### src/rtl/arith_pkg.sv
// Shared arithmetic helpers: FSM state encoding, a width helper and the
// magnitude/sign functions used by the divider and the multiplier wrappers.
package arith_pkg;

  typedef enum logic [1:0] {
    ST_IDLE = 2'd0,
    ST_CALC = 2'd1,
    ST_FIX  = 2'd2
  } state_t;

  // Widest operand the magnitude helpers handle; callers zero-extend into
  // this width and truncate the result back to their own width.
  localparam int MAG_W = 64;

  // Bits needed to hold the values 0 .. n-1 (never less than 1).
  function automatic int clog2(input int n);
    int r = 0;
    for (int v = n - 1; v > 0; v = v >> 1) r++;
    return (r < 1) ? 1 : r;
  endfunction

  // Two's-complement negate when neg is set. The low bits of the result are
  // correct for any narrower operand, whatever its extension.
  function automatic logic [MAG_W-1:0] apply_sign(input logic [MAG_W-1:0] mag,
                                                  input logic             neg);
    return neg ? (~mag + 64'd1) : mag;
  endfunction

  // Magnitude of a two's-complement value whose sign bit is passed in.
  // The most negative value maps onto its own bit pattern, which read as
  // unsigned is exactly its magnitude.
  function automatic logic [MAG_W-1:0] abs_val(input logic [MAG_W-1:0] val,
                                               input logic             neg);
    return apply_sign(val, neg);
  endfunction

endpackage

### src/rtl/div_step.sv
// One restoring-division step: shift the next dividend bit into the partial
// remainder, then subtract the divisor magnitude if it fits.
module div_step #(
  parameter int W = 8
) (
  input  logic [W-1:0] rem_in,
  input  logic         dividend_bit,
  input  logic [W-1:0] dvsr,
  output logic [W-1:0] rem_out,
  output logic         quo_bit
);

  logic [W:0] shifted;

  // The shifted remainder is below 2*|divisor|, so after a successful
  // subtraction the result fits W bits and plain low-bit arithmetic is exact.
  always_comb begin
    shifted = {rem_in, dividend_bit};
    quo_bit = (shifted >= {1'b0, dvsr});
    rem_out = quo_bit ? (shifted[W-1:0] - dvsr) : shifted[W-1:0];
  end

endmodule

### src/rtl/seq_divider.sv
// Multi-cycle signed restoring divider: 2W-bit dividend by W-bit divisor,
// truncating toward zero, with a start/busy/done handshake.
//
// Handshake: start is sampled only while idle (busy=0); the accepting edge
// captures dividend and divisor, after which they may change freely. done
// pulses for exactly one cycle, the first idle cycle, and a start in that
// same cycle is accepted. Results and flags hold until the next completion.
module seq_divider
  import arith_pkg::*;
#(
  parameter int IN_WIDTH = 8
) (
  input  logic                  clk,
  input  logic                  rst,
  input  logic                  start,
  input  logic [2*IN_WIDTH-1:0] dividend,
  input  logic [IN_WIDTH-1:0]   divisor,
  output logic [2*IN_WIDTH-1:0] quotient,
  output logic [IN_WIDTH-1:0]   remainder,
  output logic                  busy,
  output logic                  done,
  output logic                  div_by_zero,
  output logic                  overflow
);

  localparam int W  = IN_WIDTH;
  localparam int DW = 2 * IN_WIDTH;
  localparam int CW = clog2(DW);

  state_t          state;
  state_t          state_next;
  logic [CW-1:0]   cnt;
  logic [DW-1:0]   quo_r;      // dividend magnitude shifting out, quotient shifting in
  logic [W-1:0]    rem_r;      // partial remainder magnitude
  logic [W-1:0]    dvsr_r;     // divisor magnitude
  logic            neg_q;
  logic            neg_r;
  logic            dvsr_zero;

  logic [W-1:0]    step_rem;
  logic            step_bit;
  logic [DW-1:0]   fix_q;
  logic [W-1:0]    fix_r;

  div_step #(.W(W)) u_step (
    .rem_in       (rem_r),
    .dividend_bit (quo_r[DW-1]),
    .dvsr         (dvsr_r),
    .rem_out      (step_rem),
    .quo_bit      (step_bit)
  );

  assign busy = (state != ST_IDLE);

  // State register; reset always wins over a same-cycle start.
  always_ff @(posedge clk) begin
    if (rst) state <= ST_IDLE;
    else     state <= state_next;
  end

  // Next state: one accepted start runs 2W CALC steps, then a single FIX cycle.
  always_comb begin
    state_next = state;
    unique case (state)
      ST_IDLE: if (start)     state_next = ST_CALC;
      ST_CALC: if (cnt == '0) state_next = ST_FIX;
      ST_FIX:                 state_next = ST_IDLE;
      default:                state_next = ST_IDLE;
    endcase
  end

  // Operand capture on the accepting edge, then one restoring step per CALC cycle.
  always_ff @(posedge clk) begin
    if (rst) begin
      cnt       <= '0;
      quo_r     <= '0;
      rem_r     <= '0;
      dvsr_r    <= '0;
      neg_q     <= 1'b0;
      neg_r     <= 1'b0;
      dvsr_zero <= 1'b0;
    end else begin
      unique case (state)
        ST_IDLE: begin
          if (start) begin
            quo_r     <= DW'(abs_val(64'(dividend), dividend[DW-1]));
            dvsr_r    <= W'(abs_val(64'(divisor), divisor[W-1]));
            neg_q     <= dividend[DW-1] ^ divisor[W-1];
            neg_r     <= dividend[DW-1];
            dvsr_zero <= (divisor == '0);
            rem_r     <= '0;
            cnt       <= CW'(DW - 1);
          end
        end
        ST_CALC: begin
          rem_r <= step_rem;
          quo_r <= {quo_r[DW-2:0], step_bit};
          cnt   <= cnt - 1'b1;
        end
        default: begin
        end
      endcase
    end
  end

  // Signed results from the magnitudes: quotient takes the XOR of the operand
  // signs, remainder takes the dividend sign (truncation toward zero).
  always_comb begin
    fix_q = DW'(apply_sign(64'(quo_r), neg_q));
    fix_r = W'(apply_sign(64'(rem_r), neg_r));
  end

  // Result and flag registers, loaded only in FIX so they hold between completions.
  always_ff @(posedge clk) begin
    if (rst) begin
      quotient    <= '0;
      remainder   <= '0;
      done        <= 1'b0;
      div_by_zero <= 1'b0;
      overflow    <= 1'b0;
    end else begin
      done <= 1'b0;
      if (state == ST_FIX) begin
        done <= 1'b1;
        if (dvsr_zero) begin
          quotient    <= '0;
          remainder   <= '0;
          div_by_zero <= 1'b1;
          overflow    <= 1'b0;
        end else begin
          quotient    <= fix_q;
          remainder   <= fix_r;
          div_by_zero <= 1'b0;
          // A positive quotient with the top magnitude bit set cannot be
          // represented; only -2^(2W-1) / -1 reaches this, and the result wraps.
          overflow    <= ~neg_q & quo_r[DW-1];
        end
      end
    end
  end

endmodule

### config.mk
export PLATFORM = sky130hd
export DESIGN_NAME = seq_divider
export DESIGN_NICKNAME = d
export VERILOG_FILES = /design/src/rtl/arith_pkg.sv /design/src/rtl/div_step.sv /design/src/rtl/seq_divider.sv
export SDC_FILE = /design/constraint.sdc
export NUM_CORES = 1
export LEC_CHECK = 0
export ABC_AREA = 1
export CAP_MARGIN = 0
export CORE_ASPECT_RATIO = 0.75
export CORE_MARGIN = 8
export CORE_UTILIZATION = 55
export CTS_CLUSTER_DIAMETER = 30
export CTS_CLUSTER_SIZE = 25
export DETAILED_ROUTE_END_ITERATION = 6
export PLACE_DENSITY_LB_ADDON = 0.25
export SLEW_MARGIN = 20
export SYNTH_ARGS = -nofsm -noshare
export SYNTH_HDL_FRONTEND = slang
export SYNTH_HIERARCHICAL = 1
export SYNTH_SLANG_ARGS = --single-unit
### constraint.sdc
create_clock -name clk -period 2.2 [get_ports clk]
set_input_delay 0.44 -clock clk [delete_from_list [all_inputs] [get_ports clk]]
set_output_delay 0.44 -clock clk [all_outputs]
set_load 0.01 [all_outputs]
Word level (Yosys, flattened, before mapping)

Cells that the tools add are included.

Add/subtract/negate cells: 6
Order comparisons: 1
Eq/ne operators: 4
Muxes and demuxes: 19
Bitwise logic cells: 7
Reductions and logical operators: 8

Operators by type and width:

| cell                    | number |
|---|---|
| $mux W16                | 4 |
| $mux W8                 | 5 |
| $add A16 B1 Y16 const B | 2 |
| $not A16 Y16            | 2 |
| $pmux W16 S2            | 1 |
| $add A8 B1 Y8 const B   | 2 |
| $not A8 Y8              | 2 |
| $pmux W8 S2             | 1 |
| $ge A9 B8 Y1            | 1 |
| $logic_not A8 Y1        | 1 |
| $pmux W4 S2             | 1 |
| $sub A8 B8 Y8           | 1 |
| $reduce_and A2 Y1       | 3 |
| $logic_not A4 Y1        | 1 |
| $mux W2                 | 2 |
| $mux W4                 | 1 |
| $ne A2 B2 Y1 const B    | 2 |
| $pmux W2 S2             | 1 |
| $reduce_bool A2 Y1      | 2 |
| $sub A4 B1 Y4 const B   | 1 |
| $mux W1                 | 3 |
| $eq A2 B1 Y1 const B    | 1 |
| $eq A2 B2 Y1 const B    | 1 |
| $logic_not A2 Y1        | 1 |
| 3 further kinds         | 3 |

Register bits: 68
Input port bits: 27
Output and inout port bits: 28
Word-level logic and storage cells: 58

Depth between registers and ports, before layout

Gate-level depths: netlist (run 1).

Depth in word-level cells: 5
Gate-level depth with buffers: 13
Gate-level depth less buffers: 13

Cells and area by module

Netlist (run 1), hierarchy kept.

Modules (own cells, without submodules):

| module      | instances | cells an instance | area an instance (µm²) | sequential area each (µm²) |
|---|---|---|---|---|
| seq_divider | 1         | 513               | 3519.6                 | 1361.3 |
| div_step    | 1         | 109               | 654.4                  | 0.0 |

Worst setup path after synthesis (run 1)

No wires, ideal clock.

Path type: flip-flop to flip-flop
From: register quo_r[15]
To: register rem_r[4]
Arrival: 1.599 ns
Data required time: 2.072 ns
Setup slack: 0.473 ns
Stages on the path, launching flop included: 12
Buffers on the path: 0
Path through: dfxtp_1 inv_1 ha_1 fa_1 inv_1 nand3_1 nand3_1 xor2_1 nand2_2 nand2_1 a22oi_1 nor2_1

Longest elaborated chain between the ends: 3

Ends and longest elaborated chain:

| what                                          | line                           | source |
|---|---|---|
| from (decl)                                   | seq_divider.sv:33              | `logic [DW-1:0] quo_r;` |
| from (signal assigned)                        | seq_divider.sv:86              | `quo_r <= DW'(abs_val(64'(dividend), dividend[DW-1]));` |
| from (signal assigned)                        | seq_divider.sv:97              | `quo_r <= {quo_r[DW-2:0], step_bit};` |
| $sub A8 B8 Y8 or $ge A9 B8 Y1 (tied branches) | div_step.sv:20, div_step.sv:19 |  |
| $mux W8 *                                     | div_step.sv:20                 | `rem_out = quo_bit ? (shifted[W-1:0] - dvsr) : shifted[W-1:0];` |
| named net step_rem[4]                         | seq_divider.sv:40              | `logic [W-1:0] step_rem;` |
| $pmux W8 S2 *                                 | seq_divider.sv:83              | `unique case (state)` |
| to (signal assigned)                          | seq_divider.sv:96              | `rem_r <= step_rem;` |
| to (decl)                                     | seq_divider.sv:34              | `logic [W-1:0] rem_r;` |

The timed path passes the listed nets; every way through them passes the cells marked *.
A chain may end at the register's enable or synchronous reset.

Final worst setup path (run 1)

From: register rem_r[5]
To: register rem_r[2]

Longest elaborated chain between the ends: 3

Ends and longest elaborated chain:

| what                  | line              | source |
|---|---|---|
| $ge A9 B8 Y1          | div_step.sv:19    | `quo_bit = (shifted >= {1'b0, dvsr});` |
| named net step_bit    | seq_divider.sv:41 | `logic step_bit;` |
| $mux W8               | div_step.sv:20    |  |
| named net step_rem[2] | seq_divider.sv:40 |  |
| $pmux W8 S2           | seq_divider.sv:83 |  |

The timed path passes the listed nets, and every way through them passes these cells.

==> flow_summary.yaml, run 1 <==
run_status:
  run_status: "completed"
power_and_ir_drop:
  power_frac_seq_pct: 34.7
  netSwitchingFraction_pct: 40.8
  combinationalPowerShare_pct: 43.5
  power.clock.fraction_pct: 21.8
  p_leak_uw: 0.00212
  highest_ir_drop_seen_on_vdd_mv: 0.402
  netsw_uw: 1720
  p_per_area_nw_per_um2: 841
  internal_power_uw: 2500
timing:
  tightestPinTransition_ns: 0.556
  setup_repair_after_global_routing_missed_its_margin: "false"
  fmax_ghz: 0.500
  hold_violations: 0
  setup_ws_ns: 0.201
  setup-violations-final: 0
  slew_headroom_pct: 62.9
  min_period_ns: 2.00
  period_share_pct: 90.9
  final.setup.tns_ns: 0
  drv_slew: 0
  clock-skew-final_ns: 0.00968
global_routing:
  grt_start_max_net_pins: 52
  antenna_violations_before_repair: 0
  grt_first_pass_wirelength_mm: 18.4
  via_count_of_the_first_global_routing_pass: 3931
  grt_util_all_layers_pct: 21.1
  grt.overflow.total: 0
cts:
  post_cts_buffers: 0
  clock_tree_from_tritoncts: "built"
  clock_path_buffers: 2
  clock_insertion_delay_worst_skew_ns: 0.33
  root_buffer: "sky130_fd_sc_hd__clkbuf_8"
  post_cts_resize_count: 0
  tritoncts.num_buffers: 9
  clkSlewWorstSetupHoldPaths_ns: 0.07
  cts_htree_levels: 3
  tritoncts_num_sinks: 68
  hold_buffers: 0
layout:
  final_common_cell: "sky130_fd_sc_hd__nand2_1"
  final_net_count: 721
  multi_input_area_um2: 2430
  fin_area_um2: 5020
  commonest_cells_after_routing_fill_and_taps_aside: "144 x sky130_fd_sc_hd__nand2_1, 72 x sky130_fd_sc_hd__nand3_1, 68 x sky130_fd_sc_hd__dfxtp_1"
  area.growth.synth_to_final_pct: 20.4
  regArea_um2: 1360
  antenna_cells_inserted: 0
  layout-drive-gt1-share_pct: 10.1
  n_fill_cell: 683
  final_core_util_pct: 68.2
critical_path:
  cp_data_arrival_time_ns: 2.20
  cp-start-kind: "flip-flop"
  worstSetupPathType: "reg -> reg"
  end_kind: "flip-flop"
  worstPathRequired_ns: 2.40
  critical_path_fanouts_max: 9
floorplanning:
  die_y_um: 91.4
  io-pin-count: 55
  core-area_um2: 7360
  die-area_um2: 10700
  num_rows: 27
  floorplan.initialDensity_pct: 56.7
  dieWidth_um: 117
placement:
  routability_congestion_estimate_from_global_placement: 0.882
  place_hpwl_mm: 8.59
  detailedPlace.worstSlack_ns: 0.190
  dpl_cell_area_um2: 4850
  io_buffer_count: 54
logic_synthesis:
  synth.ff_latch_count: 68
  synthesis.area_per_instance_um2: 6.71
  synth_area_um2: 4170
  synthDistinctLibCells: 40
  synth.yosys.seq_area_share_pct: 32.6
  netlist_instances: 622
  syn-num-nets: 663
  ys_warn_count: 6
routing:
  detailedRoute.firstPassIterationCount: 5
  finalWirelength_mm: 11.3
  vias: 4383
  avgRoutedWirePerCell_um: 14.4
  drt_iter0_drc: 387
  drc_errors: 0
  route.antenna.remaining_nets: 0
  vias_cell: 5.59
job:
  maxCapViolations: 0
hold_path:
  min_path_type: "reg -> reg"
[registers in the layout, indices dropped and copies added (netlist names)]
name,flops
quotient,16
neg_r,1
done,1
state,2
neg_q,1
cnt,4
rem_r,8
div_by_zero,1
quo_r,16
dvsr_zero,1
remainder,8
overflow,1
dvsr_r,8
[cell families after synthesis]
family / count (synthesis) / share of synthesized area [%]
simple gates: 313 / 35.5
compound gates: 121 / 16.4
fa+ha+maj: 14 / 4.38
flops: 68 / 32.6
buf+inv: 97 / 9.23
xor+xnor: 9 / 1.89
[cells in the mapped netlist, drive strengths merged]
master	n	area, um^2
nand2	159	672
nand3	74	395
inv	72	270
dfxtp	68	1360
nor2	56	265
a21oi	48	240
o21ai	38	194
a22oi	16	120
ha	13	163
buf	11	62.6
clkbuf	11	41.3
nor3	11	60.1
a31oi	6	37.5
nand4	6	37.5
o22ai	6	37.5
xnor2	5	43.8
nand3b	4	30.0
xor2	4	35.0
clkinv	3	11.3
o21bai	2	15.0
or2	2	15.0
a211oi	1	7.51
a21o	1	7.51
a221oi	1	8.76
and2	1	6.26
fa	1	20.0
o211ai	1	7.51
o41ai	1	8.76
[final cells by class]
class	instances	share of cell area, %
Timing Repair Buffer	69	13.0
Multi-Input combinational cell	457	48.3
Clock buffer	12	3.29
Inverter	75	5.60
Sequential cell	68	27.1
Tap cell	101	2.51
Clock inverter	2	0.199
[metal layers]
| metal | wire length, um | GRT usage [%] | up-vias |
|---|---|---|---|
| li1 | - | - | 2181 |
| met1 | 5350 | 28.5 | 1981 |
| met2 | 4730 | 32.4 | 207 |
| met3 | 1050 | 4.96 | 14 |
| met4 | 176 | 6.70 | 0 |
| met5 | 0 | 0 | - |
[per-stage QoR]
stage                     total power (uW)  hold slack [ns]  instances
after CTS                             4210            0.466        784
after detailed placement              3290            0.455        770
final                                 4230            0.465        784
after global routing                  4500            0.482        784
after global placement                3230            0.453        770
after floorplan                       2870            0.440        622
[power groups by stage]
| stage | combinational [uW] | clock [uW] | sequential, uW |
|---|---|---|---|
| 2_1_floorplan | 1410 | 0 | 1460 |
| 3_3_place_gp | 1740 | 0 | 1490 |
| 3_5_place_dp | 1800 | 0 | 1490 |
| 4_1_cts | 1810 | 931 | 1460 |
| 5_1_grt | 2030 | 992 | 1480 |
| 6_report | 1840 | 921 | 1470 |
[worst paths after layout]
check                            startpoint           to  slack (ns)  depth (start not counted)
worst max-delay path               rem_r[5]     rem_r[2]        0.20                         11
worst min-delay path            quotient[9]  quotient[9]        0.47                          2
worst max register to register     rem_r[5]     rem_r[2]        0.20                         11
worst min register to register  quotient[9]  quotient[9]        0.47                          2
[critical path: stages, from the launching register on]
cell and delay (ns):
sky130_fd_sc_hd__dfxtp_1 0.44, sky130_fd_sc_hd__ha_1 0.32, sky130_fd_sc_hd__nand2_1 0.09, sky130_fd_sc_hd__nand2_1 0.07, sky130_fd_sc_hd__nand2_1 0.08, sky130_fd_sc_hd__nand2_2 0.06, sky130_fd_sc_hd__nor2_4 0.30, sky130_fd_sc_hd__nand2_8 0.13
sky130_fd_sc_hd__nand2_2 0.08, sky130_fd_sc_hd__nand2_1 0.06, sky130_fd_sc_hd__a22oi_1 0.17, sky130_fd_sc_hd__nor2_1 0.06
Note: power is estimated with default switching activity, not from simulation.
==> run 2, diff against run 1 <==
PLACE_DENSITY = 0.8   (was default)
PLACE_DENSITY_LB_ADDON = default   (was 0.25)
SLEW_MARGIN = default   (was 20)
==> flow_summary.yaml, run 2 (synthesis gave the netlist of run 1 again) <==
cts:
  cts_htree_levels: 3
  hold_buffers: 0
  clock_insertion_delay_worst_skew_ns: 0.34
  root_buffer: "sky130_fd_sc_hd__clkbuf_8"
  clock_path_buffers: 2
  tritoncts.num_buffers: 9
  post_cts_buffers: 0
  post_cts_resize_count: 0
  clock_tree_from_tritoncts: "built"
  tritoncts_num_sinks: 68
  clkSlewWorstSetupHoldPaths_ns: 0.07
timing:
  min_period_ns: 2.01
  setup-violations-final: 0
  clock-skew-final_ns: 0.00647
  drv_slew: 0
  tightestPinTransition_ns: 0.551
  hold_violations: 0
  slew_headroom_pct: 63.3
  fmax_ghz: 0.498
  final.setup.tns_ns: 0
  period_share_pct: 91.3
  setup_repair_after_global_routing_missed_its_margin: "false"
critical_path:
  cp_data_arrival_time_ns: 2.22
  cp-start-kind: "flip-flop"
  end_kind: "flip-flop"
  worstPathRequired_ns: 2.41
  worstSetupPathType: "reg -> reg"
  critical_path_fanouts_max: 9
floorplanning:
  die_y_um: 91.4
  dieWidth_um: 117
  floorplan.initialDensity_pct: 56.7
  num_rows: 27
  io-pin-count: 55
  die-area_um2: 10700
  core-area_um2: 7360
routing:
  route.antenna.remaining_nets: 0
  detailedRoute.firstPassIterationCount: 5
  drt_iter0_drc: 355
  vias_cell: 5.56
  finalWirelength_mm: 11.1
  avgRoutedWirePerCell_um: 14.2
  vias: 4339
  drc_errors: 0
layout:
  final_common_cell: "sky130_fd_sc_hd__nand2_1"
  antenna_cells_inserted: 0
  layout-drive-gt1-share_pct: 9.71
  commonest_cells_after_routing_fill_and_taps_aside: "144 x sky130_fd_sc_hd__nand2_1, 72 x sky130_fd_sc_hd__nand3_1, 68 x sky130_fd_sc_hd__dfxtp_1"
  area.growth.synth_to_final_pct: 20.1
  n_fill_cell: 685
  final_net_count: 719
  largest_registers: "quo_r: 16 flops, quotient: 16 flops"
global_routing:
  grt_first_pass_wirelength_mm: 18.4
  antenna_violations_before_repair: 0
  grt_util_all_layers_pct: 21.2
  via_count_of_the_first_global_routing_pass: 3937
  grt_start_max_net_pins: 52
  grt.overflow.total: 0
run_status:
  run_status: "completed"
power_and_ir_drop:
  p_per_area_nw_per_um2: 851
  netsw_uw: 1720
  internal_power_uw: 2540
  power.clock.fraction_pct: 22.9
  power_frac_seq_pct: 34.6
  combinationalPowerShare_pct: 42.5
  p_leak_uw: 0.00211
  total_power_uw: 4270
  netSwitchingFraction_pct: 40.4
  highest_ir_drop_seen_on_vdd_mv: 0.407
job:
  maxCapViolations: 0
placement:
  io_buffer_count: 54
  routability_congestion_estimate_from_global_placement: 0.927
  place_hpwl_mm: 8.57
hold_path:
  min_path_type: "reg -> reg"
run 2: per-layer routing:
layer  global-route usage, %  up-vias  routed length, um
met1                    30.5     1966               5390
met2                    30.7      192               4610
met3                    5.49       13                940
met5                       0        -                  0
li1                        -     2168                  -
met4                    4.68        0                105
run 2: area by class of cell:
type / count / area [um^2] / area share, %
multi-input cells: 457 / 2430 / 48.4
flip-flops and latches: 68 / 1360 / 27.2
repair buffers: 67 / 638 / 12.7
inverters: 75 / 282 / 5.62
clock buffers: 10 / 138 / 2.75
well taps: 101 / 126 / 2.52
clock inverters: 3 / 40.0 / 0.799
run 2: critical path, stage by stage (launching register included):
cell                      delay [ns]
sky130_fd_sc_hd__dfxtp_1        0.34
sky130_fd_sc_hd__inv_1          0.07
sky130_fd_sc_hd__ha_1           0.36
sky130_fd_sc_hd__nand2_1        0.14
sky130_fd_sc_hd__inv_2          0.05
sky130_fd_sc_hd__nand2_2        0.10
sky130_fd_sc_hd__nor2_4         0.04
sky130_fd_sc_hd__nor2_4         0.26
sky130_fd_sc_hd__nand2_8        0.13
sky130_fd_sc_hd__nand2_2        0.07
sky130_fd_sc_hd__nand2_1        0.05
sky130_fd_sc_hd__a22oi_1        0.19
sky130_fd_sc_hd__nor2_1         0.06
run 2: final timing paths:
kind	start	slack (ns)	endpoint	cells after the start
max	dvsr_r[5]	0.19	rem_r[2]	12
min	quotient[9]	0.46	quotient[9]	2
max reg2reg	dvsr_r[5]	0.19	rem_r[2]	12
min reg2reg	quotient[9]	0.46	quotient[9]	2
run 2: per-stage QoR:
step	cells	hold WS (ns)	util [%]	worst slack, ns	area, um^2
final	781	0.463	68.1	0.191	5010
after global placement	768	0.452	65.6	0.251	4830
after floorplan	622	0.440	-	0.473	4170
after CTS	781	0.466	68.1	0.230	5010
after detailed placement	768	0.455	65.6	0.131	4830
after global routing	781	0.485	68.1	0.0597	5010
run 2: power groups by stage:
stage                     Combinational, uW  Sequential, uW  Clock, uW
after floorplan                        1410            1460          0
after global placement                 1740            1490          0
after detailed placement               1780            1500          0
after CTS                              1790            1470       1000
after global routing                   2010            1490       1040
final                                  1810            1480        978
==> run 3, diff against run 2 <==
CORE_ASPECT_RATIO = 1.1   (was 0.75)
CORE_UTILIZATION = 56   (was 55)
PLACE_DENSITY = 0.81   (was 0.8)
==> flow_summary.yaml, run 3 (synthesis gave the netlist of run 1 again) <==
timing:
  drv_slew: 0
  setup_repair_after_global_routing_missed_its_margin: "false"
  setup-violations-final: 0
  final.setup.tns_ns: 0
  period_share_pct: 85.9
  hold_violations: 0
  slew_headroom_pct: 65.1
  tightestPinTransition_ns: 0.522
  fmax_ghz: 0.529
  min_period_ns: 1.89
  clock-skew-final_ns: 0.00566
global_routing:
  via_count_of_the_first_global_routing_pass: 4040
  antenna_violations_before_repair: 0
  grt_util_all_layers_pct: 20.0
  grt_first_pass_wirelength_mm: 17.8
  grt.overflow.total: 0
  grt_start_max_net_pins: 52
layout:
  final_common_cell: "sky130_fd_sc_hd__nand2_1"
  final_core_util_pct: 68.3
  area.growth.synth_to_final_pct: 20.3
  final_net_count: 721
  commonest_cells_after_routing_fill_and_taps_aside: "144 x sky130_fd_sc_hd__nand2_1, 72 x sky130_fd_sc_hd__nand3_1, 68 x sky130_fd_sc_hd__dfxtp_1"
  layout-drive-gt1-share_pct: 9.96
  antenna_cells_inserted: 0
  largest_registers: "quo_r: 16 flops, quotient: 16 flops"
  non_filler_cells_in_the_finished_layout: 770
floorplanning:
  io-pin-count: 55
  dieWidth_um: 98.3
  die_y_um: 107
  floorplan.initialDensity_pct: 56.8
  core-area_um2: 7350
  num_rows: 33
  die-area_um2: 10500
routing:
  drt_iter0_drc: 314
  drc_errors: 0
  vias_cell: 5.43
  detailedRoute.firstPassIterationCount: 5
  vias: 4183
  avgRoutedWirePerCell_um: 13.1
  route.antenna.remaining_nets: 0
  finalWirelength_mm: 10.1
hold_path:
  min_path_type: "reg -> reg"
critical_path:
  critical_register_to_register_path_startpoint: "rem_r[1]"
  worstPathRequired_ns: 2.40
  end_kind: "flip-flop"
  r2r-end: "rem_r[7]"
  r2r_setup_slack_ns: 0.31
  cp_data_arrival_time_ns: 2.09
  reg2reg_depth: 10
  cp-start-kind: "flip-flop"
  worst_setup_path_endpoint: "rem_r[7]"
  worstSetupPathType: "reg -> reg"
  timing.critical_path.from: "rem_r[1]"
  critical_path_fanouts_max: 9
placement:
  io_buffer_count: 54
  placed_cells: 756
  place_hpwl_mm: 7.80
  routability_congestion_estimate_from_global_placement: 0.885
cts:
  clock_tree_from_tritoncts: "built"
  cts_htree_levels: 3
  post_cts_resize_count: 0
  clock_path_buffers: 2
  hold_buffers: 0
  clock_insertion_delay_worst_skew_ns: 0.33
  tritoncts_num_sinks: 68
  clkSlewWorstSetupHoldPaths_ns: 0.07
  root_buffer: "sky130_fd_sc_hd__clkbuf_8"
  post_cts_buffers: 0
  tritoncts.num_buffers: 9
run_status:
  run_status: "completed"
power_and_ir_drop:
  p_leak_uw: 0.00212
  highest_ir_drop_seen_on_vdd_mv: 0.438
  p_per_area_nw_per_um2: 849
job:
  maxCapViolations: 0
-- run 3: metal layers --
layer,global-route usage (%),vias to the layer above,wire length (um)
met1,25.3,1856,4720
met3,3.73,17,590
met4,8.67,0,199
met2,32.6,131,4590
met5,0,-,0
li1,-,2179,-
-- run 3: metrics by stage --
| stage | total power, uW | setup WS, ns | instance area (um^2) | hold WS, ns |
|---|---|---|---|---|
| after floorplan | 2870 | 0.473 | 4170 | 0.440 |
| after global placement | 3220 | 0.256 | 4830 | 0.453 |
| after detailed placement | 3270 | 0.187 | 4830 | 0.455 |
| after CTS | 4270 | 0.319 | 5020 | 0.465 |
| after global routing | 4560 | 0.138 | 5020 | 0.476 |
| final | 4270 | 0.311 | 5020 | 0.464 |
-- run 3: worst max-delay path, cell delays in order (launching register included) --
cell and delay (ns):
sky130_fd_sc_hd__dfxtp_1 0.45, sky130_fd_sc_hd__ha_1 0.33, sky130_fd_sc_hd__or2_4 0.29, sky130_fd_sc_hd__nand3_4 0.10
sky130_fd_sc_hd__nand2_4 0.07, sky130_fd_sc_hd__nand2_8 0.10, sky130_fd_sc_hd__nand2_8 0.09, sky130_fd_sc_hd__nand2_4 0.08
sky130_fd_sc_hd__nand2_2 0.04, sky130_fd_sc_hd__a22oi_1 0.16, sky130_fd_sc_hd__nor2_1 0.05
-- run 3: where the power goes --
part | internal (uW) | switching (uW)
combinational | 691 | 1090
clock | 572 | 427
sequential | 1340 | 140
total | 2600 | 1660
-- run 3: worst min-delay path by stage --
| stage | start | endpoint | slack [ns] | depth (start not counted) |
|---|---|---|---|---|
| after CTS | quotient[0] | quotient[0] | 0.46 | 2 |
| after floorplan | cnt[3] | cnt[3] | 0.44 | 1 |
| after detailed placement | quotient[0] | quotient[0] | 0.46 | 2 |
| final | remainder[1] | remainder[1] | 0.46 | 2 |
| after global routing | quotient[2] | quotient[2] | 0.48 | 2 |
| after global placement | overflow | overflow | 0.45 | 2 |
-- run 3: area by class of cell --
cell class                 count  area [um^2]
tap                           87          109
clock buffer                  12          155
fill                         650         2330
clock inverter                 2         35.0
inverter                      75          282
timing repair buffer          69          653
sequential                    68         1360
multi-input combinational    457         2430
